==> src/rtl/turn_seq_pkg.sv <==
// Shared types and helpers for the round-robin turn sequencer.
// Helpers work on a fixed 8-player vector; callers zero-extend narrower vectors.
package turn_seq_pkg;

  localparam int MAX_PLAYERS = 8;
  localparam int MAX_PID_W   = 3;

  typedef enum logic [2:0] {
    START_SCREEN = 3'd0,
    TURN         = 3'd1,
    ADVANCE      = 3'd2,
    GAME_OVER    = 3'd3
  } state_t;

  function automatic logic [3:0] popcount(input logic [MAX_PLAYERS-1:0] v);
    logic [3:0] cnt;
    cnt = 4'd0;
    for (int i = 0; i < MAX_PLAYERS; i++) begin
      cnt = cnt + {3'b000, v[i]};
    end
    return cnt;
  endfunction

  // Returns 0 for an all-zero vector.
  function automatic logic [MAX_PID_W-1:0] lowest_set_index(input logic [MAX_PLAYERS-1:0] v);
    logic [MAX_PID_W-1:0] idx;
    idx = 3'd0;
    for (int i = MAX_PLAYERS - 1; i >= 0; i--) begin
      idx = v[i] ? MAX_PID_W'(i) : idx;
    end
    return idx;
  endfunction

endpackage

==> src/rtl/turn_sequencer_rr.sv <==
// Rotate-priority search: first alive index after cur_i, wrapping modulo
// N_PLAYERS, with cur_i itself as the final candidate.
module rr_next_alive #(
  parameter  int N_PLAYERS = 2,
  localparam int PID_W     = (N_PLAYERS > 1) ? $clog2(N_PLAYERS) : 1
) (
  input  logic [N_PLAYERS-1:0] alive_i,
  input  logic [PID_W-1:0]     cur_i,
  output logic [PID_W-1:0]     next_o,
  output logic                 found_o
);

  logic [PID_W-1:0] cand_s;

  // Walk candidates from farthest to nearest so the nearest alive one wins.
  always_comb begin
    next_o  = cur_i;
    found_o = 1'b0;
    cand_s  = cur_i;
    for (int k = N_PLAYERS; k >= 1; k--) begin
      cand_s  = PID_W'((int'(cur_i) + k) % N_PLAYERS);
      next_o  = alive_i[cand_s] ? cand_s : next_o;
      found_o = found_o | alive_i[cand_s];
    end
  end

endmodule

==> src/rtl/turn_sequencer.sv <==
// Round-robin turn sequencer for 2..8 players: skips dead players, enforces an
// optional per-turn timeout and reports a winner or a draw.
module turn_sequencer
  import turn_seq_pkg::*;
#(
  parameter  int N_PLAYERS    = 2,
  parameter  int HP_W         = 10,
  parameter  int TURN_TIMEOUT = 0,
  localparam int PID_W        = (N_PLAYERS > 1) ? $clog2(N_PLAYERS) : 1
) (
  input  logic                        clk,
  input  logic                        rst,
  input  logic [N_PLAYERS-1:0]        enter_pressed,
  input  logic [N_PLAYERS-1:0]        turn_done,
  input  logic [N_PLAYERS*HP_W-1:0]   hp_flat,
  output logic [N_PLAYERS-1:0]        turn_onehot,
  output logic [PID_W-1:0]            active_player,
  output logic [2:0]                  state_out,
  output logic                        start_game,
  output logic                        next_turn,
  output logic                        start_remote,
  output logic                        timeout_pulse,
  output logic [PID_W-1:0]            winner,
  output logic                        winner_valid,
  output logic                        draw
);

  localparam int TMR_W = (TURN_TIMEOUT > 0) ? $clog2(TURN_TIMEOUT + 1) : 1;
  localparam logic TMO_EN = (TURN_TIMEOUT > 0);
  localparam logic [TMR_W-1:0] TMO_LAST = TMO_EN ? TMR_W'(TURN_TIMEOUT - 1) : {TMR_W{1'b0}};
  localparam logic [TMR_W-1:0] TMR_MAX = {TMR_W{1'b1}};
  localparam logic [N_PLAYERS-1:0] ONEHOT_BASE = N_PLAYERS'(1'b1);

  state_t                 state_q, state_d;
  logic [TMR_W-1:0]       timer_q, timer_d;
  logic [PID_W-1:0]       active_q, active_d;
  logic [N_PLAYERS-1:0]   onehot_q, onehot_d;
  logic                   start_game_q, start_game_d;
  logic                   next_turn_q, next_turn_d;
  logic                   start_remote_q, start_remote_d;
  logic                   timeout_q, timeout_d;
  logic [PID_W-1:0]       winner_q, winner_d;
  logic                   winner_valid_q, winner_valid_d;
  logic                   draw_q, draw_d;

  logic [N_PLAYERS-1:0]   alive_s;
  logic [MAX_PLAYERS-1:0] alive_ext_s;
  logic [MAX_PLAYERS-1:0] enter_ext_s;
  logic [3:0]             alive_cnt_s;
  logic                   game_end_s;
  logic                   done_act_s;
  logic                   alive_act_s;
  logic                   tmo_hit_s;
  logic [PID_W-1:0]       starter_s;
  logic [PID_W-1:0]       go_winner_s;
  logic [PID_W-1:0]       rr_next_s;
  logic                   rr_found_s;

  for (genvar i = 0; i < N_PLAYERS; i++) begin : g_alive
    assign alive_s[i] = |hp_flat[i*HP_W +: HP_W];
  end

  assign alive_ext_s = MAX_PLAYERS'(alive_s);
  assign enter_ext_s = MAX_PLAYERS'(enter_pressed);
  assign alive_cnt_s = popcount(alive_ext_s);
  assign game_end_s  = (alive_cnt_s <= 4'd1);
  assign done_act_s  = turn_done[active_q];
  assign alive_act_s = alive_s[active_q];
  assign tmo_hit_s   = TMO_EN && (timer_q == TMO_LAST);
  assign starter_s   = PID_W'(lowest_set_index(enter_ext_s));
  assign go_winner_s = PID_W'(lowest_set_index(alive_ext_s));

  rr_next_alive #(.N_PLAYERS(N_PLAYERS)) u_rr (
    .alive_i (alive_s),
    .cur_i   (active_q),
    .next_o  (rr_next_s),
    .found_o (rr_found_s)
  );

  // Next-state and next-output logic; outputs are derived from the next state.
  always_comb begin
    state_d        = state_q;
    timer_d        = timer_q;
    active_d       = active_q;
    start_game_d   = start_game_q;
    start_remote_d = 1'b0;
    timeout_d      = 1'b0;
    winner_d       = winner_q;
    winner_valid_d = winner_valid_q;
    draw_d         = draw_q;
    next_turn_d    = 1'b0;
    onehot_d       = {N_PLAYERS{1'b0}};
    case (state_q)
      START_SCREEN: begin
        if (|enter_pressed) begin
          state_d        = TURN;
          active_d       = starter_s;
          timer_d        = {TMR_W{1'b0}};
          start_game_d   = 1'b1;
          start_remote_d = |starter_s;
        end else begin
          state_d = START_SCREEN;
        end
      end
      TURN: begin
        if (game_end_s) begin
          state_d        = GAME_OVER;
          winner_d       = go_winner_s;
          winner_valid_d = (alive_cnt_s == 4'd1);
          draw_d         = (alive_cnt_s == 4'd0);
        end else if (done_act_s || !alive_act_s) begin
          state_d = ADVANCE;
        end else if (tmo_hit_s) begin
          state_d   = ADVANCE;
          timeout_d = 1'b1;
        end else begin
          // Saturate so a disabled timeout never lets the counter wrap.
          timer_d = (timer_q == TMR_MAX) ? timer_q : timer_q + TMR_W'(1'b1);
        end
      end
      ADVANCE: begin
        if (game_end_s) begin
          state_d        = GAME_OVER;
          winner_d       = go_winner_s;
          winner_valid_d = (alive_cnt_s == 4'd1);
          draw_d         = (alive_cnt_s == 4'd0);
        end else begin
          state_d  = TURN;
          active_d = rr_found_s ? rr_next_s : active_q;
          timer_d  = {TMR_W{1'b0}};
        end
      end
      GAME_OVER: begin
        if (|enter_pressed) begin
          state_d        = START_SCREEN;
          active_d       = {PID_W{1'b0}};
          start_game_d   = 1'b0;
          winner_d       = {PID_W{1'b0}};
          winner_valid_d = 1'b0;
          draw_d         = 1'b0;
        end else begin
          state_d = GAME_OVER;
        end
      end
      default: begin
        state_d        = START_SCREEN;
        timer_d        = {TMR_W{1'b0}};
        active_d       = {PID_W{1'b0}};
        start_game_d   = 1'b0;
        winner_d       = {PID_W{1'b0}};
        winner_valid_d = 1'b0;
        draw_d         = 1'b0;
      end
    endcase
    next_turn_d = (state_d == TURN);
    onehot_d    = ((state_d == TURN) || (state_d == ADVANCE)) ? (ONEHOT_BASE << active_d)
                                                              : {N_PLAYERS{1'b0}};
  end

  // State and registered outputs.
  always_ff @(posedge clk or negedge rst) begin
    if (!rst) begin
      state_q        <= START_SCREEN;
      timer_q        <= {TMR_W{1'b0}};
      active_q       <= {PID_W{1'b0}};
      onehot_q       <= {N_PLAYERS{1'b0}};
      start_game_q   <= 1'b0;
      next_turn_q    <= 1'b0;
      start_remote_q <= 1'b0;
      timeout_q      <= 1'b0;
      winner_q       <= {PID_W{1'b0}};
      winner_valid_q <= 1'b0;
      draw_q         <= 1'b0;
    end else begin
      state_q        <= state_d;
      timer_q        <= timer_d;
      active_q       <= active_d;
      onehot_q       <= onehot_d;
      start_game_q   <= start_game_d;
      next_turn_q    <= next_turn_d;
      start_remote_q <= start_remote_d;
      timeout_q      <= timeout_d;
      winner_q       <= winner_d;
      winner_valid_q <= winner_valid_d;
      draw_q         <= draw_d;
    end
  end

  assign turn_onehot   = onehot_q;
  assign active_player = active_q;
  assign state_out     = state_q;
  assign start_game    = start_game_q;
  assign next_turn     = next_turn_q;
  assign start_remote  = start_remote_q;
  assign timeout_pulse = timeout_q;
  assign winner        = winner_q;
  assign winner_valid  = winner_valid_q;
  assign draw          = draw_q;

endmodule

==> config.mk <==
export PLATFORM = sky130hd
export DESIGN_NAME = turn_sequencer
export DESIGN_NICKNAME = d
export VERILOG_FILES = /design/src/rtl/turn_seq_pkg.sv /design/src/rtl/turn_sequencer_rr.sv /design/src/rtl/turn_sequencer.sv
export SDC_FILE = /design/constraint.sdc
export NUM_CORES = 1
export LEC_CHECK = 0
export ABC_AREA = 1
export CELL_PAD_IN_SITES_DETAIL_PLACEMENT = 0
export CELL_PAD_IN_SITES_GLOBAL_PLACEMENT = 1
export CORE_ASPECT_RATIO = 0.8
export CORE_UTILIZATION = 30
export DETAILED_ROUTE_END_ITERATION = 8
export MAX_ROUTING_LAYER = met4
export PLACE_DENSITY = 0.81
export SLEW_MARGIN = 20
export SYNTH_ARGS = -nofsm -noshare
export SYNTH_HDL_FRONTEND = slang
export SYNTH_HIERARCHICAL = 1
export SYNTH_SLANG_ARGS = --single-unit
==> constraint.sdc <==
create_clock -name clk -period 1.89 [get_ports clk]
set_input_delay 0.567 -clock clk [delete_from_list [all_inputs] [get_ports clk]]
set_output_delay 0.567 -clock clk [all_outputs]
set_load 0.02 [all_outputs]
# --- After elaboration in Yosys (flattened, before gate mapping) ---
# Index checks and enable logic that the tools add are counted.
# W data, S select, Z words.
word_totals:
  regBits: 12
  in_bits: 26
  output_inout_bits: 13
  elab_cells: 77
op_classes:
  bitwise: 3
  shifts: 1
  reduce_logical: 11
  n_eq_ne: 9
  muxes: 37
  magnitude_cmp: 4
  n_addsub: 3
op_table:
  columns: ["operator", "n"]
  rows:
  - ["$mux W1", 26]
  - ["$reduce_or A10 Y1", 2]
  - ["$pmux W1 S3", 4]
  - ["$pmux W3 S4", 1]
  - ["$eq A3 B2 Y1 const B", 3]
  - ["$eq A3 B1 Y1 const B", 2]
  - ["$lt A1 B2 Y1 const B", 3]
  - ["$mux W2", 3]
  - ["$mux W3", 2]
  - ["$reduce_and A3 Y1", 2]
  - ["$logic_not A4 Y1", 1]
  - ["$ne A2 B2 Y1 const B", 2]
  - ["$pmux W1 S4", 1]
  - ["$reduce_or A2 Y1", 2]
  - ["$logic_not A3 Y1", 1]
  - ["$add A1 B1 Y1 const B", 2]
  - ["$add A1 B1 Y2", 1]
  - ["$eq A2 B1 Y1 const B", 1]
  - ["$le A2 B1 Y1 const B", 1]
  - ["$logic_or A1 B1 Y1", 2]
  - ["$ne A2 B1 Y1 const B", 1]
  - ["$not A1 Y1", 2]
  - ["$shl A1 B1 Y2 const A", 1]
  - ["$logic_not A1 Y1", 1]
  - ["$or A1 B1 Y1", 1]

# --- Depth between registers and ports, before layout ---
depth:
  word_depth: 11
  depth_mapped: 12
  mapped_depth_nobuf: 12

# --- Cells and area by module ---
# Netlist, hierarchy kept.
modules_own_cells:
  columns: ["mod", "area_each_um2", "seq_area_each_um2", "cells_per_inst", "n_inst"]
  rows:
  - ["turn_sequencer", 775.7, 300.3, 91, 1]
  - ["rr_next_alive", 25.0, 0.0, 6, 1]

# --- Worst setup path after synthesis ---
# No wires, ideal clock.
synth_timing:
  path_type: "input to register"
  startpoint: "in hp_flat[7]"
  endpoint: "reg onehot_q[1], in the netlist turn_onehot[1]"
  path_stages: 11
  arrival_ns: 1.766
  setup_ns: 0.121
  setup_slack_ns: 0.003
  cell_sequence: "nor2_1 nand3_1 nor2_1 inv_1 ha_1 a21oi_2 nor2_2 nand2_4 inv_2 nand2_4 a21oi_2"
synth_via:
  elab_chain_cells: 11
  word_cells_on_any_way: 26
  classes_between: "add/sub: 1; order compare: 1; eq/ne: 2; shift: 1; mux: 16; bitwise: 1; reduce/logical: 4"
synth_rtl:
  columns: ["item", "line", "source"]
  rows:
  - ["start, declared", "turn_sequencer.sv:15", "input logic [N_PLAYERS*HP_W-1:0] hp_flat,"]
  - ["$reduce_or A10 Y1 (*)", "turn_sequencer.sv:60", "assign alive_s[i] = |hp_flat[i*HP_W +: HP_W];"]
  - ["net alive_ext_s[0]", "turn_sequencer.sv:47", "logic [MAX_PLAYERS-1:0] alive_ext_s;"]
  - ["$mux W1 (not written as such) (2 in series)", "turn_sequencer.sv:68", "assign alive_act_s = alive_s[active_q];"]
  - ["$logic_not A1 Y1", "turn_sequencer.sv:111", "end else if (done_act_s || !alive_act_s) begin"]
  - ["$logic_or A1 B1 Y1", "turn_sequencer.sv:111", null]
  - ["$mux W3", "turn_sequencer.sv:111", null]
  - ["$mux W3", "turn_sequencer.sv:106", "if (game_end_s) begin"]
  - ["$pmux W3 S4 (*)", "turn_sequencer.sv:93", "case (state_q)"]
  - ["net state_d[1]", "turn_sequencer.sv:34", "state_t state_q, state_d;"]
  - ["$eq A3 B1 Y1 or $eq A3 B2 Y1 (tied branches)", "turn_sequencer.sv:156", "onehot_d = ((state_d == TURN) || (state_d == ADVANCE)) ? (ONEHOT_BASE << active_d)"]
  - ["$logic_or A1 B1 Y1 (*)", "turn_sequencer.sv:156", null]
  - ["$mux W2 (*)", "turn_sequencer.sv:156", null]
  - ["net onehot_d[1]", "turn_sequencer.sv:37", "logic [N_PLAYERS-1:0] onehot_q, onehot_d;"]
  - ["end signal, assigned", "turn_sequencer.sv:166", "onehot_q <= {N_PLAYERS{1'b0}};"]
  - ["end signal, assigned", "turn_sequencer.sv:178", "onehot_q <= onehot_d;"]
  - ["end, declared", "turn_sequencer.sv:37", null]
# The timed path passes the listed nets; every way through them passes the cells marked *. The select of a mux whose other input is x is not followed.
# A chain may end at the register's enable or synchronous reset.

# --- Worst setup path after layout ---
layout_timing:
  startpoint: "in hp_flat[4]"
  endpoint: "reg onehot_q[1], in the netlist turn_onehot[1]"
layout_via:
  word_cells_on_any_way: 26
  classes_between: "add/sub: 1; order compare: 1; eq/ne: 2; shift: 1; mux: 16; bitwise: 1; reduce/logical: 4"
layout_rtl:
  columns: ["item", "line", "source"]
  rows:
  - ["$reduce_or A10 Y1 (*)", "turn_sequencer.sv:60", null]
  - ["net alive_ext_s[0]", "turn_sequencer.sv:47", null]
  - ["$mux W1 (not written as such) (2 in series)", "turn_sequencer_rr.sv:23", "found_o = found_o | alive_i[cand_s];"]
  - ["$or A1 B1 Y1 (*)", "turn_sequencer_rr.sv:23", null]
  - ["net rr_found_s", "turn_sequencer.sv:57", "logic rr_found_s;"]
  - ["$mux W1 (*)", "turn_sequencer.sv:129", "active_d = rr_found_s ? rr_next_s : active_q;"]
  - ["$mux W1 (*)", "turn_sequencer.sv:122", "if (game_end_s) begin"]
  - ["$pmux W1 S4 (*)", "turn_sequencer.sv:93", null]
  - ["$shl A1 B1 Y2 (*)", "turn_sequencer.sv:156", null]
  - ["$mux W2 (*)", "turn_sequencer.sv:156", null]
  - ["net onehot_d[1]", "turn_sequencer.sv:37", null]
# Marks and branches as above.

==> results.tsv <==
metric	value	unit
outcome	finished, final reports clean	
Max-Cap Viols	0	
flops & latches, synth	12	
Top Ports	39	
Clock Path Buffers	2	
clk sinks	12	
placed cells	181	
Rows	16	
vias per cell	4.33	
layout cell share with drive strength beyond 1	38.7	%
CP Max Fanout	3	
post-route minimum period	1.83	ns
port bufs	37	
Total GRT Usage	16.3	%
CP max stage cell	or2_4	
hold-fix buffers at CTS	0	
antenna-violating nets left	0	
EDFF count, synth	0	
vias in the first global route	761	
Pleak	0.718	nW
worst-margin pin slew	0.507	ns
syn avg cell area	8.26	um2
Final period util	97.0	%
Post-Route WL	2170	um
Total Power	0.759	mW
final setup vio count	0	
hold_ws	0.538	ns
Cell Count, Final, Fillers Out	191	
top post-synthesis cells by area	dfrtp_1 (38%), nor2_1 (7.0%), inv_1 (6.1%)	
Max-slew headroom	66.1	%
Nets	186	
Setup Skew	0.00568	ns
largest net degree at the start of global routing	13	
first-pass detailed-route iteration total	4	
area grow syn2layout	76.2	%
Slew Limit Fails	0	
Yosys warning count	6	
Root Driver	clkbuf_4	
crit path capture type	flop	
WP buf/inv	3	
DR vias	827	
routability cong.	0.776	
f_max	545	MHz
1st-iter DRT viols	9	
WS Path Type	in -> reg	
H-tree depth	1	
Worst-path clk slew	0.07	ns
VDD IR max	511	uV
post-synth cell types	26	
Synth Flop Type	dfrtp_1	
Num CTS Buffers	3	
total congestion overflow	0	
Inserted Diodes	0	
crit start category	primary input	
Data required, critical path	2.04	ns
Synth async-reset ratio	100	%
cells along the critical path	dlygate4sd2_1, nor2_1, nand3_2, nor2_4, inv_2, or2_4, nand3_2, o22ai_2, a21oi_2, buf_4, a21oi_2	
Core Area	2480	um2
Crit path largest cell delay	0.25	ns
final hold violations	0	
dpl hpwl	1680	um
pwr dens	538	nW/um2
DIE WIDTH	59.8	um
post-synth top area share	37.5	%
DIE HEIGHT	48.2	um
CTS tree	done	
Die Area	2880	um2
min-delay worst type	reg -> reg	
Yosys top cell by area	dfrtp_1	
drt wl/cell	11.3	um
first-pass GRT wire length	3280	um
Worst-Skew Late Latency	0.26	ns
Residual DRC	0	
initial antenna violation count	0	
sequential element share of the synthesized area	37.5	%
Crit path arrival time	1.99	ns
cell family with most CP delay	simple AND/OR/NAND/NOR gates	
Initial Util	32.3	%
Gate Count Post-Synth	97	
synthesized area	801	um2
[Yosys cell counts (2+ instances only)]
cell type and n:
a21oi_2 4, dfrtp_1 12, ha_1 3, inv_1 13, inv_2 4, nand2_1 13, nand2_2 2, nand2_4 3
nand3_1 6, nand3_2 3, nor2_1 15, nor2_2 2, nor3_2 2, o21ai_0 3
[flip-flops by register name, indices dropped and copies added, names as in the netlist]
| name | cells |
|---|---|
| next_turn | 1 |
| winner | 1 |
| active_player | 1 |
| draw | 1 |
| start_game | 1 |
| winner_valid | 1 |
| turn_onehot | 2 |
| start_remote | 1 |
| state_out | 3 |
[area by class of cell]
type	count	area, um2
clock buffer	3	22.5
fill	256	1070
inverter	18	68.8
multi-input combinational	67	487
sequential	12	300
tap	36	45.0
timing repair buffer	55	488
[metal layers]
metal	vias up	share of wire (%)	wire [um]	track usage, %
met2	13	48	1050	27.3
li1	417	-	-	-
met5	-	0	0	-
met4	0	0.46	10	2.79
met1	395	50	1080	22.0
met3	2	1.5	32	1.59
[cells by family after synthesis]
| logic type | synth area share, % |
|---|---|
| DFF | 37.5 |
| other | 0.468 |
| AOI/OAI and AO/OA | 12.2 |
| adders and majority gates | 4.69 |
| buffers and inverters | 9.53 |
| and+or+nand+nor | 35.6 |
[worst paths after layout]
check / startpoint / to / slack [ns] / depth (start not counted)
min in group asynchronous: rst / winner_valid / 0.64 / 1
max in group asynchronous: rst / start_game / 0.91 / 1
setup / recovery: hp_flat[4] / turn_onehot[1] / 0.06 / 11
setup reg to reg: active_player / turn_onehot[1] / 0.45 / 8
hold / removal: winner / winner / 0.54 / 2
hold reg to reg: winner / winner / 0.54 / 2
[through the flow]
stage               area (um2)  setup WS (ns)  utilization [%]  TNS [ns]
detailed placement        1290         -0.466             52.2     -3.43
global placement          1290         -0.448             52.2     -3.15
global route              1410        -0.0286             56.9   -0.0286
finish                    1410         0.0560             56.9         0
CTS                       1350        0.00219             54.3         0
floorplan                  805        0.00314                -         0
[layout by cell type (no fill, tap or decap), drive strengths merged]
master	n
clkdlybuf4s50	14
o21bai	1
inv	17
clkbuf	3
nor3	2
clkinv	1
a21oi	4
or2	2
nand3	10
ha	3
dlymetal6s2s	3
conb	2
o22ai	1
a211oi	1
o32a	1
buf	18
nor2	18
dfrtp	12
o21ai	4
nand2	18
dlygate4sd2	20
[report_power, final]
| group | internal (mW) | switching [mW] | total, mW |
|---|---|---|---|
| Combinational | 0.146 | 0.164 | 0.310 |
| Clock | 0.0735 | 0.0712 | 0.145 |
| Sequential | 0.285 | 0.0189 | 0.304 |
| Total | 0.505 | 0.254 | 0.759 |
[timing repair]
| action | in CTS | in global routing |
|---|---|---|
| setup buffers | 4 | 3 |
| gates resized for setup | 28 | 12 |
| setup endpoints to repair | 9 | 8 |
| pin swaps | 20 | 5 |
[worst min-delay path, stage by stage (launching register included)]
cell and delay [ns]:
dfrtp_1 0.38, inv_1 0.05, o21ai_0 0.07
Power figures use the tool's default switching activity.
==> RTL change 1 (same flow settings) <==
Register the inputs `enter_pressed`, `turn_done` and `hp_flat` before use. The logic sees them one clock later.
--- a/src/rtl/turn_sequencer.sv
+++ b/src/rtl/turn_sequencer.sv
@@ -33,2 +33,12 @@
 
+  logic [N_PLAYERS-1:0] enter_pressed_q;
+  logic [N_PLAYERS-1:0] turn_done_q;
+  logic [N_PLAYERS*HP_W-1:0] hp_flat_q;
+
+  always_ff @(posedge clk) begin
+    enter_pressed_q <= enter_pressed;
+    turn_done_q     <= turn_done;
+    hp_flat_q       <= hp_flat;
+  end
+
   state_t                 state_q, state_d;
@@ -59,3 +69,3 @@
   for (genvar i = 0; i < N_PLAYERS; i++) begin : g_alive
-    assign alive_s[i] = |hp_flat[i*HP_W +: HP_W];
+    assign alive_s[i] = |hp_flat_q[i*HP_W +: HP_W];
   end
@@ -63,6 +73,6 @@
   assign alive_ext_s = MAX_PLAYERS'(alive_s);
-  assign enter_ext_s = MAX_PLAYERS'(enter_pressed);
+  assign enter_ext_s = MAX_PLAYERS'(enter_pressed_q);
   assign alive_cnt_s = popcount(alive_ext_s);
   assign game_end_s  = (alive_cnt_s <= 4'd1);
-  assign done_act_s  = turn_done[active_q];
+  assign done_act_s  = turn_done_q[active_q];
   assign alive_act_s = alive_s[active_q];
@@ -94,3 +104,3 @@
       START_SCREEN: begin
-        if (|enter_pressed) begin
+        if (|enter_pressed_q) begin
           state_d        = TURN;
@@ -133,3 +143,3 @@
       GAME_OVER: begin
-        if (|enter_pressed) begin
+        if (|enter_pressed_q) begin
           state_d        = START_SCREEN;
Formal check against the unedited RTL: not equivalent (Yosys sat finds a counterexample within 4 cycles, from zero or initial values and one cycle with rst low).
==> RTL change 1 against the unedited design <==
  * Combinational power decreased by 7.4%
  * Synthesized area increased by 60%
  * Critical path depth decreased by 10
  * Setup slack improved by 0.0085 ns
  * Routed wire length increased by 5.2%
  * Power increased by 140%
  * Via count increased by 8.6%
  * Cell area increased by 30%
  * Fmax increased by 0.47%
  * Sequential cell count increased by 24
  * Critical path type is now flip-flop to output pin
  * Critical endpoint is now turn_onehot[1]
  * Largest cell class is now sequential cells
==> RTL change 1: results (changes against the unedited design) <==
{| class="wikitable"
! Metric !! Value
|-
| Gates resized, CTS repair || 3 (was 28)
|-
| Biggest register || hp_flat_q
|-
| Leading post-synthesis cells by instance count || sky130_fd_sc_hd__dfxtp_1, sky130_fd_sc_hd__nor2_1, sky130_fd_sc_hd__inv_1, sky130_fd_sc_hd__nand2_1, sky130_fd_sc_hd__dfrtp_1 (was sky130_fd_sc_hd__nor2_1, sky130_fd_sc_hd__inv_1, sky130_fd_sc_hd__nand2_1, sky130_fd_sc_hd__dfrtp_1, sky130_fd_sc_hd__nand3_1)
|-
| Startpoint of the worst-slack reg-to-reg timing path || hp_flat_q[9] (was active_player)
|-
| Share of flip-flops with an asynchronous set or reset || 33.33% (was 100.0%)
|-
| P_leak || 0.0008069 uW (was 0.0007182 uW)
|-
| Count of filler cells inserted in the layout || 381 (was 256)
|-
| Top fanout value on the critical path || 1 (was 3)
|-
| Count of different cell masters after synthesis || 27 (was 26)
|-
| Routed WL per cell || 10.27 um (was 11.35 um)
|-
| Clk_skew || 0.004323 ns (was 0.005677 ns)
|-
| Final-stage net count || 195 (was 186)
|-
| Worst path slowest cell || sky130_fd_sc_hd__clkdlybuf4s50_1 (was sky130_fd_sc_hd__or2_4)
|-
| First-pass GRT wire length || 3.732 mm (was 3.277 mm)
|-
| Avg Vias per Cell || 4.045 (was 4.330)
|-
| Worst setup slack before clock tree synthesis || 0.1241 ns (was -0.4660 ns)
|-
| Instance area after placement || 1724 sq um (was 1295 sq um)
|-
| Leading register cell type out of synthesis || sky130_fd_sc_hd__dfxtp_1 (was sky130_fd_sc_hd__dfrtp_1)
|-
| Launching element of the worst setup path || turn_onehot[1] (was hp_flat[4])
|-
| Iter 0 DRT Violations || 22 (was 9)
|-
| Fraction of final layout cells sized beyond drive strength 1 || 19.76% (was 38.71%)
|-
| First drt pass iteration count || 4 (unchanged)
|-
| Largest cells by area after synthesis || sky130_fd_sc_hd__dfxtp_1, sky130_fd_sc_hd__dfrtp_1, sky130_fd_sc_hd__nor2_1 (was sky130_fd_sc_hd__dfrtp_1, sky130_fd_sc_hd__nor2_1, sky130_fd_sc_hd__inv_1)
|-
| IR Drop Worst-Case VDD || 515.0 uV (was 511.2 uV)
|-
| Crit-path max cell delay || 0.61 ns (was 0.25 ns)
|-
| Portion of the post-synthesis area used by sequential elements || 60.94% (was 37.50%)
|-
| Outcome || finished clean (unchanged)
|-
| Flip-flop count of the largest register, all copies and words added || 20 (was 3)
|-
| Cell family with most CP delay || buffers and inverters (was simple AND/OR/NAND/NOR gates)
|-
| Number of buffers inserted by post-CTS setup repair || 0 (was 4)
|-
| Clock insertion delay at the later pin of the skew report || 0.29 ns (was 0.26 ns)
|-
| H-tree Lvls || 2 (was 1)
|-
| Via count of the first global-routing pass || 904 (was 761)
|-
| Num CTS Buffers || 5 (was 3)
|-
| Placed wire-length estimate || 1.806 mm (was 1.676 mm)
|-
| Final weighted congestion in routability-driven placement || 0.7914 (was 0.7764)
|-
| Slew headroom || 64.30% (was 66.10%)
|}
RTL change 1: cell count changes after synthesis:
cell	delta
sky130_fd_sc_hd__dfxtp_1	+24
RTL change 1: worst paths after layout:
path	slack, ns	end	cells after the start
setup / recovery	0.06	turn_onehot[1]	1
hold / removal	0.49	start_remote	2
setup reg to reg	0.15	turn_onehot[0]	10
hold reg to reg	0.49	start_remote	2
max in group asynchronous	0.91	start_game	1
min in group asynchronous	0.63	turn_onehot[0]	1
RTL change 1: kinds of logic (layout without fill, tap and decap cells):
| kind of cell | count (synthesis) | after routing | share of synthesized area, % |
|---|---|---|---|
| AOI/OAI and AO/OA | 12 | 12 | 7.617 |
| other | 1 | 2 | 0.2927 |
| and+or+nand+nor | 50 | 50 | 22.27 |
| adders and majority gates | 3 | 3 | 2.930 |
| buffers and inverters | 19 | 64 | 5.957 |
| DFF | 36 | 36 | 60.94 |
RTL change 1: where the power goes:
group | internal, uW | switching [uW]
clock network | 391 | 263
registers | 818 | 29.1
logic | 140 | 146
RTL change 1: area by class of cell:
class,count,share of cell area (%)
Tap cell,55,3.749
Multi-Input combinational cell,67,23.72
Clock inverter,2,1.909
Clock buffer,6,3.954
Sequential cell,36,42.54
Timing Repair Buffer,38,20.38
Inverter,18,3.749
RTL change 1: routing by layer:
metal	routed length, um	global-route usage [%]
met5	0	-
met4	41	5.660
met3	167	5.150
met2	1050	19.95
met1	1021	12.80
RTL change 1: through the flow:
stage,hold WS (ns),util [%],total power [uW],cells
after floorplan,0.2714,-,1018,122
after global placement,0.4763,43.61,1154,214
after detailed placement,0.4791,43.61,1156,214
after CTS,0.4925,46.23,1803,222
after global routing,0.5278,46.42,1862,222
final,0.4905,46.42,1787,222
==> RTL change 2 (config.mk and constraints unchanged) <==
Made on the original files. The parameter `HP_W` goes from 10 to 11.
--- a/src/rtl/turn_sequencer.sv
+++ b/src/rtl/turn_sequencer.sv
@@ -6,3 +6,3 @@
   parameter  int N_PLAYERS    = 2,
-  parameter  int HP_W         = 10,
+  parameter  int HP_W         = 11,
   parameter  int TURN_TIMEOUT = 0,
Interface: changed (resized hp_flat); port bits go from 39 to 41. No check against the original RTL was run, so the function may have changed too.
==> RTL change 2 against the unedited design <==
  * The flow now finishes with violations (DRC)
  * Largest power group is now registers
  * Routed wire length decreased by 6.0%
  * Sequential cell count is the same
  * Critical path type unchanged
  * Setup slack got worse by 0.046 ns
  * Power grew 5.3%
  * Die area is 6.2% lower
  * Cell area down 2.1%
  * Synthesized area shrank 6.4%
  * Worst hold slack got worse by 0.013 ns
==> RTL change 2: results (changes against the unedited design) <==
{| class="wikitable"
! Metric !! Value
|-
| Worst path slowest cell || sky130_fd_sc_hd__clkdlybuf4s50_1 (was sky130_fd_sc_hd__or2_4)
|-
| Remaining design rule violation count || 1 (was 0)
|-
| Placed wire-length estimate || 1.555 mm (was 1.676 mm)
|-
| Final weighted congestion in routability-driven placement || 0.8247 (was 0.7764)
|-
| Fraction of final layout cells sized beyond drive strength 1 || 23.72% (was 38.71%)
|-
| Routed WL per cell || 11.26 um (was 11.35 um)
|-
| Count of placed standard cells including taps || 175 (was 181)
|-
| Global-route met1 utilization || 20.48% (was 22.01%)
|-
| Number of buffers on the longest clock path || 2 (unchanged)
|-
| Top fanout value on the critical path || 5 (was 3)
|-
| Via count of the first global-routing pass || 773 (was 761)
|-
| M2 GR Usage || 27.13% (was 27.33%)
|-
| CP Data Arrival Time || 2.09 ns (was 1.99 ns)
|-
| Count of filler cells inserted in the layout || 194 (was 256)
|-
| I/O Buffers || 39 (was 37)
|-
| Slew headroom || 63.14% (was 66.10%)
|-
| Avg Vias per Cell || 4.354 (was 4.330)
|-
| Leading post-synthesis cells by instance count || sky130_fd_sc_hd__nand2_1, sky130_fd_sc_hd__inv_1, sky130_fd_sc_hd__nor2_1, sky130_fd_sc_hd__dfrtp_1, sky130_fd_sc_hd__nand3_1 (was sky130_fd_sc_hd__nor2_1, sky130_fd_sc_hd__inv_1, sky130_fd_sc_hd__nand2_1, sky130_fd_sc_hd__dfrtp_1, sky130_fd_sc_hd__nand3_1)
|-
| Instance area after placement || 1227 sq um (was 1295 sq um)
|-
| Failing checks || DRC
|-
| First-pass GRT wire length || 3.263 mm (was 3.277 mm)
|-
| Class of the tightest hold or removal check || flip-flop to flip-flop (unchanged)
|-
| Final-stage net count || 188 (was 186)
|-
| P_leak || 0.0008095 uW (was 0.0007182 uW)
|-
| Outcome || finished with violations (was finished clean)
|-
| Num CTS Buffers || 3 (unchanged)
|-
| Iter 0 DRT Violations || 13 (was 9)
|-
| Clock insertion delay at the later pin of the skew report || 0.28 ns (was 0.26 ns)
|-
| First drt pass iteration count || 6 (was 4)
|-
| Number of cells produced by synthesis || 103 (was 97)
|-
| Crit-path max cell delay || 0.46 ns (was 0.25 ns)
|-
| IR Drop Worst-Case VDD || 395.2 uV (was 511.2 uV)
|-
| Largest cells by area after synthesis || sky130_fd_sc_hd__dfrtp_1, sky130_fd_sc_hd__nand2_1, sky130_fd_sc_hd__inv_1 (was sky130_fd_sc_hd__dfrtp_1, sky130_fd_sc_hd__nor2_1, sky130_fd_sc_hd__inv_1)
|-
| Count of different cell masters after synthesis || 22 (was 26)
|-
| Global router's overall resource usage || 16.95% (was 16.33%)
|-
| Clk_skew || 0.006106 ns (was 0.005677 ns)
|-
| GR Layer Usage met3 || 6.180% (was 1.592%)
|}
[RTL change 2: changes by cell type in the layout (fill, tap and decap cells not counted), moves of 3 or more]
cell                              before  now
sky130_fd_sc_hd__nand2_1              12   19
sky130_fd_sc_hd__dlygate4sd2_1        20    2
sky130_fd_sc_hd__nor2_1               11   16
sky130_fd_sc_hd__inv_2                 7    3
sky130_fd_sc_hd__inv_1                10   16
sky130_fd_sc_hd__dlymetal6s2s_1        3   15
sky130_fd_sc_hd__clkdlybuf4s50_1      14   22
sky130_fd_sc_hd__buf_4                18    9
sky130_fd_sc_hd__nand3_2               6    3
[RTL change 2: path summary, 6_finish.rpt]
kind	startpoint	cells after the start	slack, ns	endpoint
setup / recovery	hp_flat[4]	11	0.01	turn_onehot[0]
hold / removal	start_game	1	0.52	start_game
setup reg to reg	state_out[2]	6	0.44	draw
hold reg to reg	start_game	1	0.52	start_game
max in group asynchronous	rst	1	0.88	active_player
min in group asynchronous	rst	1	0.64	start_game
[RTL change 2: power by group]
part | switching (uW) | internal [uW] | total (uW)
registers | 15.8 | 284 | 300
logic | 150 | 144 | 295
clock network | 87.5 | 117 | 205
total | 254 | 546 | 799
[RTL change 2: cell type report]
type,instances,area [sq um],area share (%)
repair buffers,49,504.2,36.50
multi-input cells,71,434.2,31.43
flip-flops and latches,12,300.3,21.74
inverters,20,75.07,5.435
clock buffers,4,36.28,2.627
well taps,25,31.28,2.265
[RTL change 2: logic make-up (layout without fill, tap and decap cells)]
group / Yosys count / count (layout) / share of synthesized area (%)
DFF: 12 / 12 / 40.07
buffers and inverters: 21 / 73 / 11.02
and+or+nand+nor: 56 / 56 / 33.39
AOI/OAI and AO/OA: 10 / 10 / 10.02
adders and majority gates: 3 / 3 / 5.009
other: 1 / 2 / 0.5004
[RTL change 2: layer usage]
metal | part of all wire (%) | vias up
met1 | 48 | 353
met5 | 0 | -
met4 | 0 | 0
li1 | - | 419
met3 | 4.2 | 0
met2 | 48 | 16
[RTL change 2: timing repair]
action | in CTS | in global routing
setup endpoints to repair | 9 | 8
pin swaps | 7 | 26
gates resized for setup | 6 | 27
buffers inserted | 1 | 1
[RTL change 2: stage by stage]
stage	setup WS (ns)	TNS (ns)
after CTS	-0.01397	-0.02606
after floorplan	0.1468	0
after detailed placement	-0.4098	-3.021
after global routing	-0.07240	-0.1460
final	0.009992	0
after global placement	-0.3945	-2.912
